`config.mk`:
```
export PLATFORM = sky130hd
export DESIGN_NAME = muldiv_sequencer_flat
export DESIGN_NICKNAME = d
export VERILOG_FILES = /design/src/rtl/muldiv_sequencer_if.sv /design/src/rtl/muldiv_sequencer.sv /design/src/flat_wrapper.sv
export SDC_FILE = /design/constraint.sdc
export NUM_CORES = 1
export LEC_CHECK = 0
export CAP_MARGIN = 30
export CORE_MARGIN = 2
export CORE_UTILIZATION = 46
export DETAILED_ROUTE_END_ITERATION = 10
export GPL_TIMING_DRIVEN = 0
export PLACE_DENSITY_LB_ADDON = 0.1
export SETUP_SLACK_MARGIN = 0.3
export SLEW_MARGIN = 30
export SYNTH_ARGS = -nofsm -noshare
export SYNTH_HDL_FRONTEND = slang
export SYNTH_SLANG_ARGS = --single-unit
```
`constraint.sdc`:
```
create_clock -name clk -period 1.9 [get_ports clk]
set_input_delay 0.285 -clock clk [delete_from_list [all_inputs] [get_ports clk]]
set_output_delay 0.285 -clock clk [all_outputs]
set_load 0.03 [all_outputs]
```
`src/rtl/muldiv_sequencer_if.sv`:
```
// Handshake bundle between the main control FSM (master) and the MULT/DIV sequencer (slave).
interface muldiv_sequencer_if #(
    parameter int EXC_CODE_W = 2
);
    logic                  start;
    logic                  op_mult;
    logic                  divisor_zero;
    logic                  unit_done;
    logic                  abort;
    logic                  unit_start;
    logic                  unit_mode;
    logic                  busy;
    logic                  hilo_write;
    logic                  done;
    logic                  exc_req;
    logic [EXC_CODE_W-1:0] exc_code;
    logic                  epc_write;

    modport master (
        output start, op_mult, divisor_zero, unit_done, abort,
        input  unit_start, unit_mode, busy, hilo_write, done, exc_req, exc_code, epc_write
    );

    modport slave (
        input  start, op_mult, divisor_zero, unit_done, abort,
        output unit_start, unit_mode, busy, hilo_write, done, exc_req, exc_code, epc_write
    );
endinterface

```
`src/rtl/muldiv_sequencer.sv`:
```
// Multicycle MULT/DIV sequencer: issues the op, stalls main control for a counted
// (early-terminable, abortable) latency, then commits HI/LO or raises a divide-by-zero exception.
module muldiv_sequencer #(
    parameter int                    MULT_CYCLES = 32,
    parameter int                    DIV_CYCLES  = 32,
    parameter int                    CNT_W       = 6,
    parameter int                    EXC_CODE_W  = 2,
    parameter logic [EXC_CODE_W-1:0] DIV0_CODE   = 2'b10
) (
    input  logic               clk,
    input  logic               reset_in,
    muldiv_sequencer_if.slave  bus
);

    typedef enum logic [2:0] {
        S_IDLE,
        S_ISSUE,
        S_RUN,
        S_WRITE,
        S_EXC
    } state_e;

    localparam logic [CNT_W-1:0] MULT_LOAD = CNT_W'(MULT_CYCLES - 1);
    localparam logic [CNT_W-1:0] DIV_LOAD  = CNT_W'(DIV_CYCLES - 1);

    state_e           state_q, state_d;
    logic [CNT_W-1:0] count_q, count_d;
    logic             mode_q, mode_d;

    // NOTE: sequential state uses non-blocking assignments so every register
    // samples the pre-edge value of the others, independent of statement order.
    always_ff @(posedge clk or posedge reset_in) begin
        if (reset_in) begin
            state_q <= S_IDLE;
            count_q <= '0;
            mode_q  <= 1'b0;
        end else begin
            state_q <= state_d;
            count_q <= count_d;
            mode_q  <= mode_d;
        end
    end

    // NOTE: every variable gets a default before the case so no path leaves it
    // unassigned, which would otherwise infer a latch.
    always_comb begin
        state_d = state_q;
        count_d = count_q;
        mode_d  = mode_q;
        if (bus.abort) begin
            // Flush wins over any pending start or transition, including in IDLE.
            state_d = S_IDLE;
            count_d = '0;
        end else begin
            unique case (state_q)
                S_IDLE: begin
                    if (bus.start) begin
                        mode_d  = bus.op_mult;
                        state_d = (!bus.op_mult && bus.divisor_zero) ? S_EXC : S_ISSUE;
                    end
                end
                S_ISSUE: begin
                    count_d = mode_q ? MULT_LOAD : DIV_LOAD;
                    state_d = S_RUN;
                end
                S_RUN: begin
                    if (count_q == '0 || bus.unit_done) begin
                        state_d = S_WRITE;
                    end else begin
                        count_d = count_q - 1'b1;
                    end
                end
                S_WRITE: state_d = S_IDLE;
                S_EXC:   state_d = S_IDLE;
                default: state_d = S_IDLE;
            endcase
        end
    end

    // Moore outputs: decoded only from registered state and latched mode.
    always_comb begin
        bus.unit_start = 1'b0;
        bus.busy       = 1'b0;
        bus.hilo_write = 1'b0;
        bus.done       = 1'b0;
        bus.exc_req    = 1'b0;
        bus.exc_code   = '0;
        bus.epc_write  = 1'b0;
        unique case (state_q)
            S_IDLE:  ;
            S_ISSUE: begin
                bus.unit_start = 1'b1;
                bus.busy       = 1'b1;
            end
            S_RUN:   bus.busy = 1'b1;
            S_WRITE: begin
                bus.hilo_write = 1'b1;
                bus.done       = 1'b1;
                bus.busy       = 1'b1;
            end
            S_EXC: begin
                bus.exc_req   = 1'b1;
                bus.exc_code  = DIV0_CODE;
                bus.epc_write = 1'b1;
                bus.busy      = 1'b1;
            end
            default: ;
        endcase
    end

    assign bus.unit_mode = mode_q;

endmodule

```
`src/flat_wrapper.sv`:
```
// flat-port wrapper written by rule: the top's interface ports become plain ports
module muldiv_sequencer_flat 
#(
    parameter int                    MULT_CYCLES = 32,
    parameter int                    DIV_CYCLES  = 32,
    parameter int                    CNT_W       = 6,
    parameter int                    EXC_CODE_W  = 2,
    parameter logic [EXC_CODE_W-1:0] DIV0_CODE   = 2'b10
)
  (clk, reset_in, bus_start, bus_op_mult, bus_divisor_zero, bus_unit_done, bus_abort, bus_unit_start, bus_unit_mode, bus_busy, bus_hilo_write, bus_done, bus_exc_req, bus_exc_code, bus_epc_write);
  muldiv_sequencer_if #(.EXC_CODE_W(EXC_CODE_W)) bus_i ();
  input  logic clk;
  input  logic reset_in;
  input wire logic [$bits(bus_i.start)-1:0] bus_start;
  input wire logic [$bits(bus_i.op_mult)-1:0] bus_op_mult;
  input wire logic [$bits(bus_i.divisor_zero)-1:0] bus_divisor_zero;
  input wire logic [$bits(bus_i.unit_done)-1:0] bus_unit_done;
  input wire logic [$bits(bus_i.abort)-1:0] bus_abort;
  output wire logic [$bits(bus_i.unit_start)-1:0] bus_unit_start;
  output wire logic [$bits(bus_i.unit_mode)-1:0] bus_unit_mode;
  output wire logic [$bits(bus_i.busy)-1:0] bus_busy;
  output wire logic [$bits(bus_i.hilo_write)-1:0] bus_hilo_write;
  output wire logic [$bits(bus_i.done)-1:0] bus_done;
  output wire logic [$bits(bus_i.exc_req)-1:0] bus_exc_req;
  output wire logic [$bits(bus_i.exc_code)-1:0] bus_exc_code;
  output wire logic [$bits(bus_i.epc_write)-1:0] bus_epc_write;
  assign bus_i.start = bus_start;
  assign bus_i.op_mult = bus_op_mult;
  assign bus_i.divisor_zero = bus_divisor_zero;
  assign bus_i.unit_done = bus_unit_done;
  assign bus_i.abort = bus_abort;
  assign bus_unit_start = bus_i.unit_start;
  assign bus_unit_mode = bus_i.unit_mode;
  assign bus_busy = bus_i.busy;
  assign bus_hilo_write = bus_i.hilo_write;
  assign bus_done = bus_i.done;
  assign bus_exc_req = bus_i.exc_req;
  assign bus_exc_code = bus_i.exc_code;
  assign bus_epc_write = bus_i.epc_write;
  muldiv_sequencer #(.MULT_CYCLES(MULT_CYCLES), .DIV_CYCLES(DIV_CYCLES), .CNT_W(CNT_W), .EXC_CODE_W(EXC_CODE_W), .DIV0_CODE(DIV0_CODE)) u_core (.clk(clk), .reset_in(reset_in), .bus(bus_i));
endmodule
```
Word level (Yosys, flattened, before mapping)
Cells that the tools add are included.
{"block": "totals", "output_inout_bits": 9, "word_cells": 35, "inputBits": 7, "register_bits": 10}
{"block": "op_classes", "n_bitwise": 1, "n_mux": 13, "add_sub_neg": 1, "eq_ne": 7, "reduce_logical": 10}
{"operator": "two-way mux 3 bit", "count": 4}
{"operator": "two-way mux 6 bit", "count": 2}
{"operator": "case mux 6 bit (2 select lines)", "count": 1}
{"operator": "case mux 3 bit (3 select lines)", "count": 1}
{"operator": "equality test 3 x 2 -> 1 bit (second input constant)", "count": 2}
{"operator": "logical NOT 6 bit", "count": 1}
{"operator": "inequality test 3 bit (second input constant)", "count": 2}
{"operator": "subtractor 6 x 1 -> 6 bit (second input constant)", "count": 1}
{"operator": "two-way mux 1 bit", "count": 4}
{"operator": "AND reduction 2 bit", "count": 2}
{"operator": "OR reduction 4 bit", "count": 1}
{"operator": "equality test 3 x 1 -> 1 bit (second input constant)", "count": 1}
{"operator": "equality test 3 bit (second input constant)", "count": 1}
{"operator": "logical NOT 3 bit", "count": 1}
{"operator": "inequality test 3 x 2 -> 1 bit (second input constant)", "count": 1}
{"operator": "AND reduction 3 bit", "count": 1}
{"operator": "nonzero test 3 bit", "count": 1}
{"operator": "two-way mux 2 bit", "count": 1}
{"operator": "logical AND 1 bit", "count": 1}
{"operator": "logical NOT 1 bit", "count": 1}
{"operator": "logical OR 1 bit", "count": 1}
{"operator": "NOT 1 bit", "count": 1}

Logic depth before layout (Yosys ltp)
Gate-level depths: netlist (run 1).
{"block": "depth", "word_depth": 6, "ltp_mapped": 6, "ltp_nobuf": 6}

Worst setup path before layout (run 1)
Ideal clock, no wire load.
{"block": "synth_path", "kind": "reg-to-reg", "startpoint": "register u_core.state_q[2]", "endpoint": "register u_core.count_q[5]", "path_buffers": 1, "synth_period_minus_slack_ns": 1.760, "setup_time_ns": 0.077, "arrival_time_ns": 1.683, "required_time_ns": 1.823, "slack_ns": 0.140, "stages_incl_launch_ff": 6, "cell_sequence": "dfrtp_1 buf_6 nor3b_2 a21oi_1 or4_1 a21oi_1"}
{"block": "synth_via", "elab_chain_len": 3, "elab_cells_between_ends": 7, "classes_between": "3 x eq/ne; 2 x mux; 2 x reduce/logical"}
{"element": "start, declared", "line_no": "muldiv_sequencer.sv:26", "text": "state_e state_q, state_d;"}
{"element": "start signal, assigned", "line_no": "muldiv_sequencer.sv:38", "text": "state_q <= state_d;"}
{"element": "equality test 3 x 2 -> 1 bit or equality test 3 x 1 -> 1 bit (tied branches)", "line_no": "muldiv_sequencer.sv:55", "text": "unique case (state_q)"}
{"element": "case mux 6 bit (2 select lines), or another cell as far along", "line_no": "muldiv_sequencer.sv:55"}
{"element": "two-way mux 6 bit or AND reduction 2 bit (tied branches)"}
{"element": "end signal, assigned", "line_no": "muldiv_sequencer.sv:39", "text": "count_q <= count_d;"}
{"element": "end, declared", "line_no": "muldiv_sequencer.sv:27", "text": "logic [CNT_W-1:0] count_q, count_d;"}
Several ways; a longest one is shown, not always the timed one.
A chain may end at the register's enable or synchronous reset.

Worst setup path after layout (run 1)
{"block": "layout_path", "startpoint": "register u_core.state_q[0]", "endpoint": "register u_core.count_q[5]"}
Same word-level chain as after synthesis.

==> results.env, run 1 <==
RSZ0062_AT_GRT='yes'
CLKLATENCYLATEPIN_NS=0.27
WL_MET3_UM=74
FIRSTDRTPASSITERS=5
FINALSETUPVIOLATIONS=0
SYNTH_AREA_IN_XOR_XNOR=0.0270
WORST_HOLD_PATH_TYPE='input pin to async pin'
TNS_NS=0
DRT.ANTENNA.VIOLATING_NETS=0
WL_MET1_UM=628
YOSYSTOPAREACELL='dfrtp_1'
WORSTPATHBUFFERINVERTERCOUNT=0
REGISTER_AREA_UM2=253
COMBINATIONAL_FAMILY_WITH_THE_MOST_AREA_AFTER_SYNTHESIS='simple AND/OR/NAND/NOR gates'
POST_SYNTHESIS_SIMPLE_GATE_AREA_FRACTION=0.297
ROUTED-WL-MET2_UM=738
TIMING.RR.END='u_core.count_q[5]'
TIMING.FINAL.HOLD_VIOLATIONS=0
MAXSLEWVIOLCOUNT=0
OUTCOME='completed'
PORT_BUFFERS=14
GRT_PASS1_VIAS=489
CP_DATA_ARRIVAL_TIME_NS=1.76
POST_CTS_HOLD_BUFFER_COUNT=0
DETAIL_ROUTE.WL_PER_CELL_UM=14.2
ANTENNA_FOUND_INITIAL=0
ASYNC_FLOP_SHARE=1.00
GRT_START_MAX_NET_PINS=11
HPWLAFTERDP_UM=911
DIE_H_UM=41.5
WORST_IR_DROP_VDD_mV=0.515
GP_CONGESTION=0.825
YOSYS_MOST_USED_DFF='dfrtp_1'
CRIT_PATH_CELL_TRACE='or3b_4, or4_1, a21oi_1'
SYNTH.TOP_CELLS.BY_COUNT='dfrtp_1, nor3_1, a21oi_1, buf_4, inv_1'
PWR_DENSITY_CELL_mW_PER_MM2=826
WORST_SETUP_SKEW_AFTER_LAYOUT_NS=0.00401
YS_WARNINGS=0
SYNTH_COMPOUND_AREA_FRAC=0.141
FINALCRITICALPERIOD_NS=1.56
CLK_ROOT_BUFFER_CELL='clkbuf_4'
DRCVIOLATIONCOUNT=0
WHS_NS=0.282
SYN_TO_LAYOUT_AREA_DELTA_PCT=40.3
NET_COUNT_OF_THE_MAPPED_NETLIST=77
HTREE_NUM_LEVELS=1
DETAILROUTE.VIA_COUNT=575
DRIVE_GT1_FRAC=0.348
DRT-VIAS-PER-INSTANCE=5.53
GRT_PASS1_WL_UM=2240
CRITPATHSLOWESTCELL='dfrtp_2'
FIN_CRIT_SH=0.822
DRT_ITER0_DRC=13
POWER_LEAKAGE_nW=0.408
WORST-PATH-MAX-FANOUT=7
YS_FF_LATCH=10
DESIGN.DIE.AREA_MM2=0.00173
SYN_INST=68
FINISH.NET_COUNT=99
ACHIEVABLE-FREQUENCY_MHz=640
SYNTH.AVG_CELL_AREA_UM2=9.53
PLACE_WS_NS=0.0150
GLOBALROUTE.TOTALOVERFLOW=0
SYNTH_ADDER_AREA_SHARE=0.0386
CP_DELAY_BY_FAMILY_TOP='simple AND/OR/NAND/NOR gates'
COMBINED_AREA_OF_THE_MULTI_INPUT_LOGIC_CELLS_UM2=393
TRACK_USAGE=0.178
LAUNCHING_ELEMENT_TYPE_OF_THE_CRITICAL_PATH='register'
CLKSLEWWORSTSETUPHOLDPATHS_NS=0.07
SHARE_OF_CELL_AREA_TAKEN_BY_MUXES_AFTER_SYNTHESIS=0.0174
CP-END-KIND='register'
R2R.WORST_PATH.CELLS=3
FLOORPLAN.IO_PINS=16
MAX-CLOCK-PATH-BUFFERS=2
PLACE.DETAILED.INSTANCES=97
SYNTH_ENABLE_FLOP_CELLS=0
INITIAL_CORE_UTIL=0.498
SYNTH_SEQ_AREA_SHARE=0.386
OVERALL_ROUTED_NET_LENGTH_UM=1480
YOSYSTOPAREACELLSHARE=0.386
LAYOUT_SETUP_WS_NS=0.338
WORSTSETUPPATHTYPE='register to register'
CAP_VIOL_MAX_COUNT=0
NUMCTSBUFFERS=3
SYNTH_MOST_COMMON_CELL='dfrtp_1'
WORST_REG_TO_REG_SETUP_SLACK_NS=0.34
R2R-START='u_core.state_q[0]'
FLOORPLAN.ROWS=13
CLKSINKCOUNT=10
CTS_TREE='done'
YOSYSUNIQUECELLTYPES=33
SYNTH_AREA_LEADERS='dfrtp_1, nor3_1, buf_4'
ANTENNA_CELLS_INSERTED=0
MAXUSEDROUTINGLAYER='met4'
TIMING.CRITICAL_PATH.SLOWEST_CELL_DELAY_NS=0.48
WORST_EP_REQUIRED_TIME_NS=2.10
DIE_W_UM=41.5
CORE_AREA_MM2=0.00130
NETLIST_AREA_UM2=648
FINAL_INSTANCE_COUNT_WITHOUT_FILLER_CELLS=104
LAYOUT.FILLER_CELLS=106
==> report_power, final <==
group          total (W)  switching [W]  internal, W
clock network   0.000196      0.0000796     0.000117
registers       0.000282      0.0000409     0.000241
logic           0.000273       0.000144     0.000130
total           0.000752       0.000264     0.000487
==> repair_timing <==
item	4_1_cts	5_1_grt
gates resized for setup	37	19
pin swaps	2	3
endpoints found under the setup margin	8	13
buffers inserted	2	1
==> registers in the layout, indices dropped and copies added, names as in the netlist <==
name                  flops
u_core.bus.unit_mode      1
u_core.state_q            3
u_core.count_q            6
==> cell families after synthesis <==
kind of cell               count (synthesis)
and+or+nand+nor                           30
AOI/OAI and AO/OA                         13
DFF                                       10
buffers and inverters                      9
adders and majority gates                  2
xor gates and xnor gates                   2
other                                      1
muxes                                      1
==> worst max path at each step <==
stage,start,end,depth (start not counted)
global route,u_core.state_q[2],u_core.count_q[2],5
global placement,u_core.state_q[0],bus_exc_req,4
CTS,u_core.state_q[0],bus_exc_req,4
finish,u_core.state_q[0],u_core.count_q[5],3
floorplan,u_core.state_q[2],u_core.count_q[5],5
detailed placement,u_core.state_q[0],bus_exc_req,4
==> cell usage in the layout (no fill, tap or decap), types with 2 or more instances in the layout <==
cell,netlist,final
nor2b_1,3,3
nor4_1,2,2
xnor2_1,2,2
buf_4,4,6
a21oi_1,4,4
dfrtp_1,10,8
nor3_2,0,2
clkdlybuf4s50_1,0,6
nand2b_1,2,2
buf_6,1,5
nand3_1,2,2
inv_1,4,4
buf_2,0,4
clkbuf_4,0,3
o31ai_1,2,2
dfrtp_2,0,2
ha_1,2,2
nor2_1,3,2
nor3_1,7,5
==> metrics by stage <==
step	total power (W)	cell area [um^2]	utilization
floorplan	0.000443	654	-
global placement	0.000514	813	0.625
detailed placement	0.000518	813	0.625
CTS	0.000728	867	0.666
global route	0.000796	910	0.699
finish	0.000752	910	0.699
==> area by class of cell <==
type / instances / share of cell area
Timing Repair Buffer: 17 / 0.168
Multi-Input combinational cell: 49 / 0.432
Buffer: 5 / 0.0454
Inverter: 4 / 0.0165
Clock buffer: 4 / 0.0399
Tap cell: 15 / 0.0206
Sequential cell: 10 / 0.278
==> routing by layer <==
metal,vias to the layer above,global-route usage
li1,281,-
met1,271,0.219
met2,18,0.256
met3,5,0.0696
met4,0,0.116
met5,-,0
==> worst register-to-register path: cells and delay by family (launching register included) <==
kind             cells  cell delay (ns)
flip-flops           1             0.48
AND/OR/NAND/NOR      2             0.88
AO/OA/AOI/OAI        1             0.13
Note: power is estimated with default switching activity, not from simulation.
==> run 2: changes to the inputs <==
clock period = 1.5 ns   (was 1.9 ns; I/O delays follow)
==> run 2 against run 1 <==
Net effect: the flow now finishes with violations (negative setup slack); critical path depth is 2 higher; register-to-register slack worse by 0.50 ns; die area stayed put; non-clock buffer count is 9 higher; hold slack worse by 0.051 ns; largest power group is now combinational cells; clock skew is 0.0014 ns lower; first-iteration DRC count is 130% higher; total power is 32% higher; cell count is 7.7% higher; maximum frequency is 6.3% lower; sequential power is 29% higher; clock power is 13% lower.
==> results.env, run 2 (same netlist as run 1, synthesis figures left out) <==
OUTCOME='finished with violations'
VIOLATED_CHECKS='negative setup slack'
DRIVE_GT1_FRAC=0.546
WORSTSETUPPATHTYPE='register to register'
FINISH.NET_COUNT=108
DIE_H_UM=41.5
CLKSLEWWORSTSETUPHOLDPATHS_NS=0.06
GP_CONGESTION=0.797
DRT_ITER0_DRC=30
HPWLAFTERDP_UM=1010
FINALSETUPVIOLATIONS=9
SYN_TO_LAYOUT_AREA_DELTA_PCT=65.1
FLOORPLAN.ROWS=13
LAUNCHING_ELEMENT_TYPE_OF_THE_CRITICAL_PATH='register'
TRACK_USAGE=0.212
RSZ0062_AT_GRT='yes'
FIRSTDRTPASSITERS=4
LAYOUT_SETUP_WS_NS=-0.167
MET2_USAGE=0.309
DIE_W_UM=41.5
TIMING.FINAL.HOLD_VIOLATIONS=0
DRT-VIAS-PER-INSTANCE=5.85
DESIGN.DIE.AREA_MM2=0.00173
ACHIEVABLE-FREQUENCY_MHz=600
R2R-START='u_core.state_q[0]'
FIN_CRIT_SH=1.11
PORT_BUFFERS=14
BUSIEST_LAYER='met2'
PWR_DENSITY_CELL_mW_PER_MM2=927
TIMING.RR.END='u_core.count_q[5]'
GRT_PASS1_VIAS=597
NUMCTSBUFFERS=3
CP-END-KIND='register'
FINALCRITICALPERIOD_NS=1.67
POWER_LEAKAGE_nW=0.472
GRT_START_MAX_NET_PINS=11
WORST_IR_DROP_VDD_mV=0.748
FLOORPLAN.IO_PINS=16
ANTENNA_CELLS_INSERTED=0
WORST_HOLD_PATH_TYPE='input pin to async pin'
MAX-CLOCK-PATH-BUFFERS=2
WORST_SETUP_SKEW_AFTER_LAYOUT_NS=0.00258
GLOBALROUTE.TOTALOVERFLOW=0
R2R.WORST_PATH.CELLS=5
GR-USAGE-MET3=0.0304
CORE_AREA_MM2=0.00130
GR_UTIL_MET1=0.284
LAYOUT_COMMONEST_CELL='buf_4'
CLK_ROOT_BUFFER_CELL='clkbuf_4'
LAYOUT_COMMON_CELLS='buf_4, buf_6, dfrtp_1, nor3_1, clkdlybuf4s50_1'
ENDPOINT='u_core.count_q[5]'
INITIAL_CORE_UTIL=0.498
WORST-PATH-MAX-FANOUT=6
GRT_PASS1_WL_UM=2690
CLKLATENCYLATEPIN_NS=0.25
WORSTSETUPSTARTPOINT='u_core.state_q[0]'
CTS_TREE='done'
ANTENNA_FOUND_INITIAL=0
LARGEST_REG_FLOPS=6
DETAIL_ROUTE.WL_PER_CELL_UM=16.8
P_TOTAL_W=0.000991
DRCVIOLATIONCOUNT=0
DRT.ANTENNA.VIOLATING_NETS=0
CAP_VIOL_MAX_COUNT=0
PLACE_WS_NS=-0.325
MAXSLEWVIOLCOUNT=0
LARGEST_REGISTER='u_core.count_q'
OVERALL_ROUTED_NET_LENGTH_UM=1880
HTREE_NUM_LEVELS=1
DETAILROUTE.VIA_COUNT=655
WORST_EP_REQUIRED_TIME_NS=1.62
CP_DATA_ARRIVAL_TIME_NS=1.79
CLKSINKCOUNT=10
WORST_REG_TO_REG_SETUP_SLACK_NS=-0.17
[run 2: cell types whose count changed in the layout (fill, tap and decap cells not counted), moves of 2 or more]
cell,before,now
inv_2,0,2
buf_6,5,11
buf_4,6,13
inv_1,4,2
a21oi_1,4,2
buf_2,4,0
[run 2: layout make-up]
class	instances	area, um^2
Clock buffer	3	22.5
Timing Repair Buffer	26	246
Multi-Input combinational cell	49	469
Tap cell	15	18.8
Buffer	5	45.0
Fill cell	74	231
Inverter	4	15.0
Sequential cell	10	253
[run 2: power by group]
group / leakage (nW) / switching [W] / internal, W / total (W)
Combinational: 0.328 / 0.000224 / 0.000234 / 0.000457
Sequential: 0.130 / 0.0000572 / 0.000306 / 0.000363
Clock: 0.0138 / 0.0000791 / 0.0000920 / 0.000171
Total: 0.472 / 0.000360 / 0.000631 / 0.000991
[run 2: timing repair]
item                                    in CTS  in global routing
hold buffers                                 0                  0
endpoints found under the setup margin      16                 16
gates resized for setup                     71                 12
pin swaps                                    8                  7
buffers inserted                             8                  4
[run 2: through the flow]
step / util / hold slack, ns / cell area (um^2) / instances / TNS (ns)
after floorplan: - / 0.0652 / 666 / 68 / -0.0969
after global placement: 0.634 / 0.492 / 825 / 97 / -2.79
after detailed placement: 0.634 / 0.503 / 825 / 97 / -2.90
after CTS: 0.757 / 0.233 / 985 / 108 / -0.390
after global routing: 0.822 / 0.281 / 1070 / 112 / -1.13
final: 0.822 / 0.231 / 1070 / 112 / -0.419
[run 2: worst min-delay path by stage]
stage,from,endpoint
5_1_grt,reset_in,u_core.count_q[4]
3_5_place_dp,u_core.count_q[0],u_core.count_q[0]
6_report,reset_in,u_core.bus.unit_mode
2_1_floorplan,reset_in,u_core.bus.unit_mode
4_1_cts,reset_in,u_core.bus.unit_mode
3_3_place_gp,u_core.bus.unit_mode,u_core.bus.unit_mode
[run 2: metal layers]
layer,part of all wire,routed length [um],up-vias
li1,-,-,301
met2,0.52,973,34
met1,0.38,717,309
met5,0,0,-
met3,0.055,103,11
met4,0.045,84,0
[run 2: worst max-delay path: stages (launching register included)]
cell and delay (ns):
dfrtp_2 0.47, buf_4 0.16, nor2b_1 0.26, a21oi_1 0.12
o31ai_1 0.41, a21oi_4 0.11
==> run 3: changes to the inputs <==
CORE_MARGIN = 1   (was 2)
==> run 3 against run 2 <==
Net effect: the flow still finishes with violations (negative setup slack); setup slack better by 0.037 ns; clock power increased by 37%; critical endpoint unchanged; largest power group unchanged; non-clock buffer count is 1 higher; combinational power about the same; routed wire length fell by 11%; final area rose by 2.8%.
==> results.env, run 3 (same netlist as run 1, synthesis figures left out) <==
FINISH.NET_COUNT=109
DETAILROUTE.VIA_COUNT=628
OVERALL_ROUTED_NET_LENGTH_UM=1670
DRT.ANTENNA.VIOLATING_NETS=0
CP-END-KIND='register'
DRCVIOLATIONCOUNT=0
INITIAL_CORE_UTIL=0.498
PLACE_WS_NS=-0.307
GP_CONGESTION=0.798
ANTENNA_CELLS_INSERTED=0
WORSTPATHBUFFERINVERTERCOUNT=1
CP_DATA_ARRIVAL_TIME_NS=1.81
WORST_IR_DROP_VDD_mV=0.588
WORSTSETUPSTARTPOINT='u_core.state_q[2]'
TRACK_USAGE=0.207
LAYOUT_COMMONEST_CELL='buf_4'
DIE_H_UM=39.5
OUTCOME='finished with violations'
FLOORPLAN.IO_PINS=16
TNS_NS=-0.190
LAYOUT.FILLER_CELLS=73
LARGEST_REGISTER='u_core.count_q'
CP_DELAY_BY_FAMILY_TOP='simple AND/OR/NAND/NOR gates'
RSZ0062_AT_GRT='yes'
DESIGN.DIE.AREA_MM2=0.00156
CLK_ROOT_BUFFER_CELL='clkbuf_4'
WORST-PATH-MAX-FANOUT=7
FINALCRITICALPERIOD_NS=1.63
LARGEST_REG_FLOPS=6
DRT-VIAS-PER-INSTANCE=5.51
LAYOUT_SETUP_WS_NS=-0.131
POWER_LEAKAGE_nW=0.486
PORT_BUFFERS=14
FIN_CRIT_SH=1.09
DETAIL_ROUTE.WL_PER_CELL_UM=14.7
LAUNCHING_ELEMENT_TYPE_OF_THE_CRITICAL_PATH='register'
DRT_ITER0_DRC=29
R2R-START='u_core.state_q[2]'
CLKSLEWWORSTSETUPHOLDPATHS_NS=0.07
WORST_EP_REQUIRED_TIME_NS=1.68
CORE_AREA_MM2=0.00130
GRT_START_MAX_NET_PINS=11
FIRSTDRTPASSITERS=4
CRITPATHSLOWESTCELL='or4_4'
FINALSETUPVIOLATIONS=6
FINAL_INSTANCE_COUNT_WITHOUT_FILLER_CELLS=114
HPWLAFTERDP_UM=965
GRT_PASS1_WL_UM=2240
TIMING.CRITICAL_PATH.SLOWEST_CELL_DELAY_NS=0.50
CRIT_PATH_CELL_TRACE='buf_6, or3b_4, or4_4, a21oi_4'
GRT_PASS1_VIAS=519
MAXSLEWVIOLCOUNT=0
CAP_VIOL_MAX_COUNT=0
VIOLATED_CHECKS='negative setup slack'
NUMCTSBUFFERS=3
POST_CTS_HOLD_BUFFER_COUNT=0
LAYOUT_COMMON_CELLS='buf_4, buf_6, dfrtp_1, clkdlybuf4s50_1, nor3_1'
CTS_TREE='done'
WORST_REG_TO_REG_SETUP_SLACK_NS=-0.13
DIE_W_UM=39.5
TIMING.FINAL.HOLD_VIOLATIONS=0
WORSTSETUPPATHTYPE='register to register'
PWR_DENSITY_CELL_mW_PER_MM2=964
GLOBALROUTE.TOTALOVERFLOW=0
CLKLATENCYLATEPIN_NS=0.25
MAX-CLOCK-PATH-BUFFERS=2
FLOORPLAN.ROWS=13
ANTENNA_FOUND_INITIAL=0
DRIVE_GT1_FRAC=0.586
PLACE.DETAILED.INSTANCES=97
ACHIEVABLE-FREQUENCY_MHz=613
CLKSINKCOUNT=10
SYN_TO_LAYOUT_AREA_DELTA_PCT=69.7
HTREE_NUM_LEVELS=1
WORST_SETUP_SKEW_AFTER_LAYOUT_NS=0.00251
WORST_HOLD_PATH_TYPE='input pin to async pin'
run 3: changes by cell type in the layout (fill, tap and decap cells not counted), sizes merged:
cell,change
buf,+1
clkbuf,+1
run 3: final timing paths:
kind                                         to  depth (start not counted)
min in group clk              u_core.count_q[5]                          2
setup reg to reg              u_core.count_q[5]                          4
max in group asynchronous     u_core.state_q[0]                          2
hold reg to reg            u_core.bus.unit_mode                          1
setup / recovery              u_core.count_q[5]                          4
hold / removal                u_core.count_q[3]                          2
run 3: timing repair:
action,4_1_cts,5_1_grt
endpoints found under the setup margin,16,16
gates cloned,0,0
pin swaps,7,4
gates resized for setup,66,17
setup buffers,8,5
hold endpoints to repair,0,0
run 3: final cells by class:
cell class	instances	area, um^2	area share
Sequential cell	10	253	0.230
Buffer	5	45.0	0.0410
Tap cell	15	18.8	0.0171
Clock buffer	4	36.3	0.0330
Inverter	4	15.0	0.0137
Timing Repair Buffer	27	246	0.224
Multi-Input combinational cell	49	485	0.441
run 3: through the flow:
stage                     hold WS [ns]  instance area [um^2]  power, W  utilization
after floorplan                 0.0652                   666  0.000566            -
after global placement           0.497                   825  0.000657        0.634
after detailed placement         0.502                   825  0.000662        0.634
after CTS                        0.238                   971  0.000958        0.746
after global routing             0.295                  1100   0.00112        0.845
final                            0.237                  1100   0.00106        0.845
run 3: routing by layer:
layer  track usage  part of all wire  wire length (um)
met1         0.313              0.50               834
met2         0.320              0.46               766
met3        0.0170             0.043                72
met4        0.0431                 0                 0
met5             0                 0                 0
run 3: power by group:
part	internal (W)	total [W]	switching (W)
Sequential	0.000305	0.000366	0.0000607
Clock	0.000147	0.000234	0.0000872
Combinational	0.000243	0.000460	0.000217
Total	0.000695	0.00106	0.000365
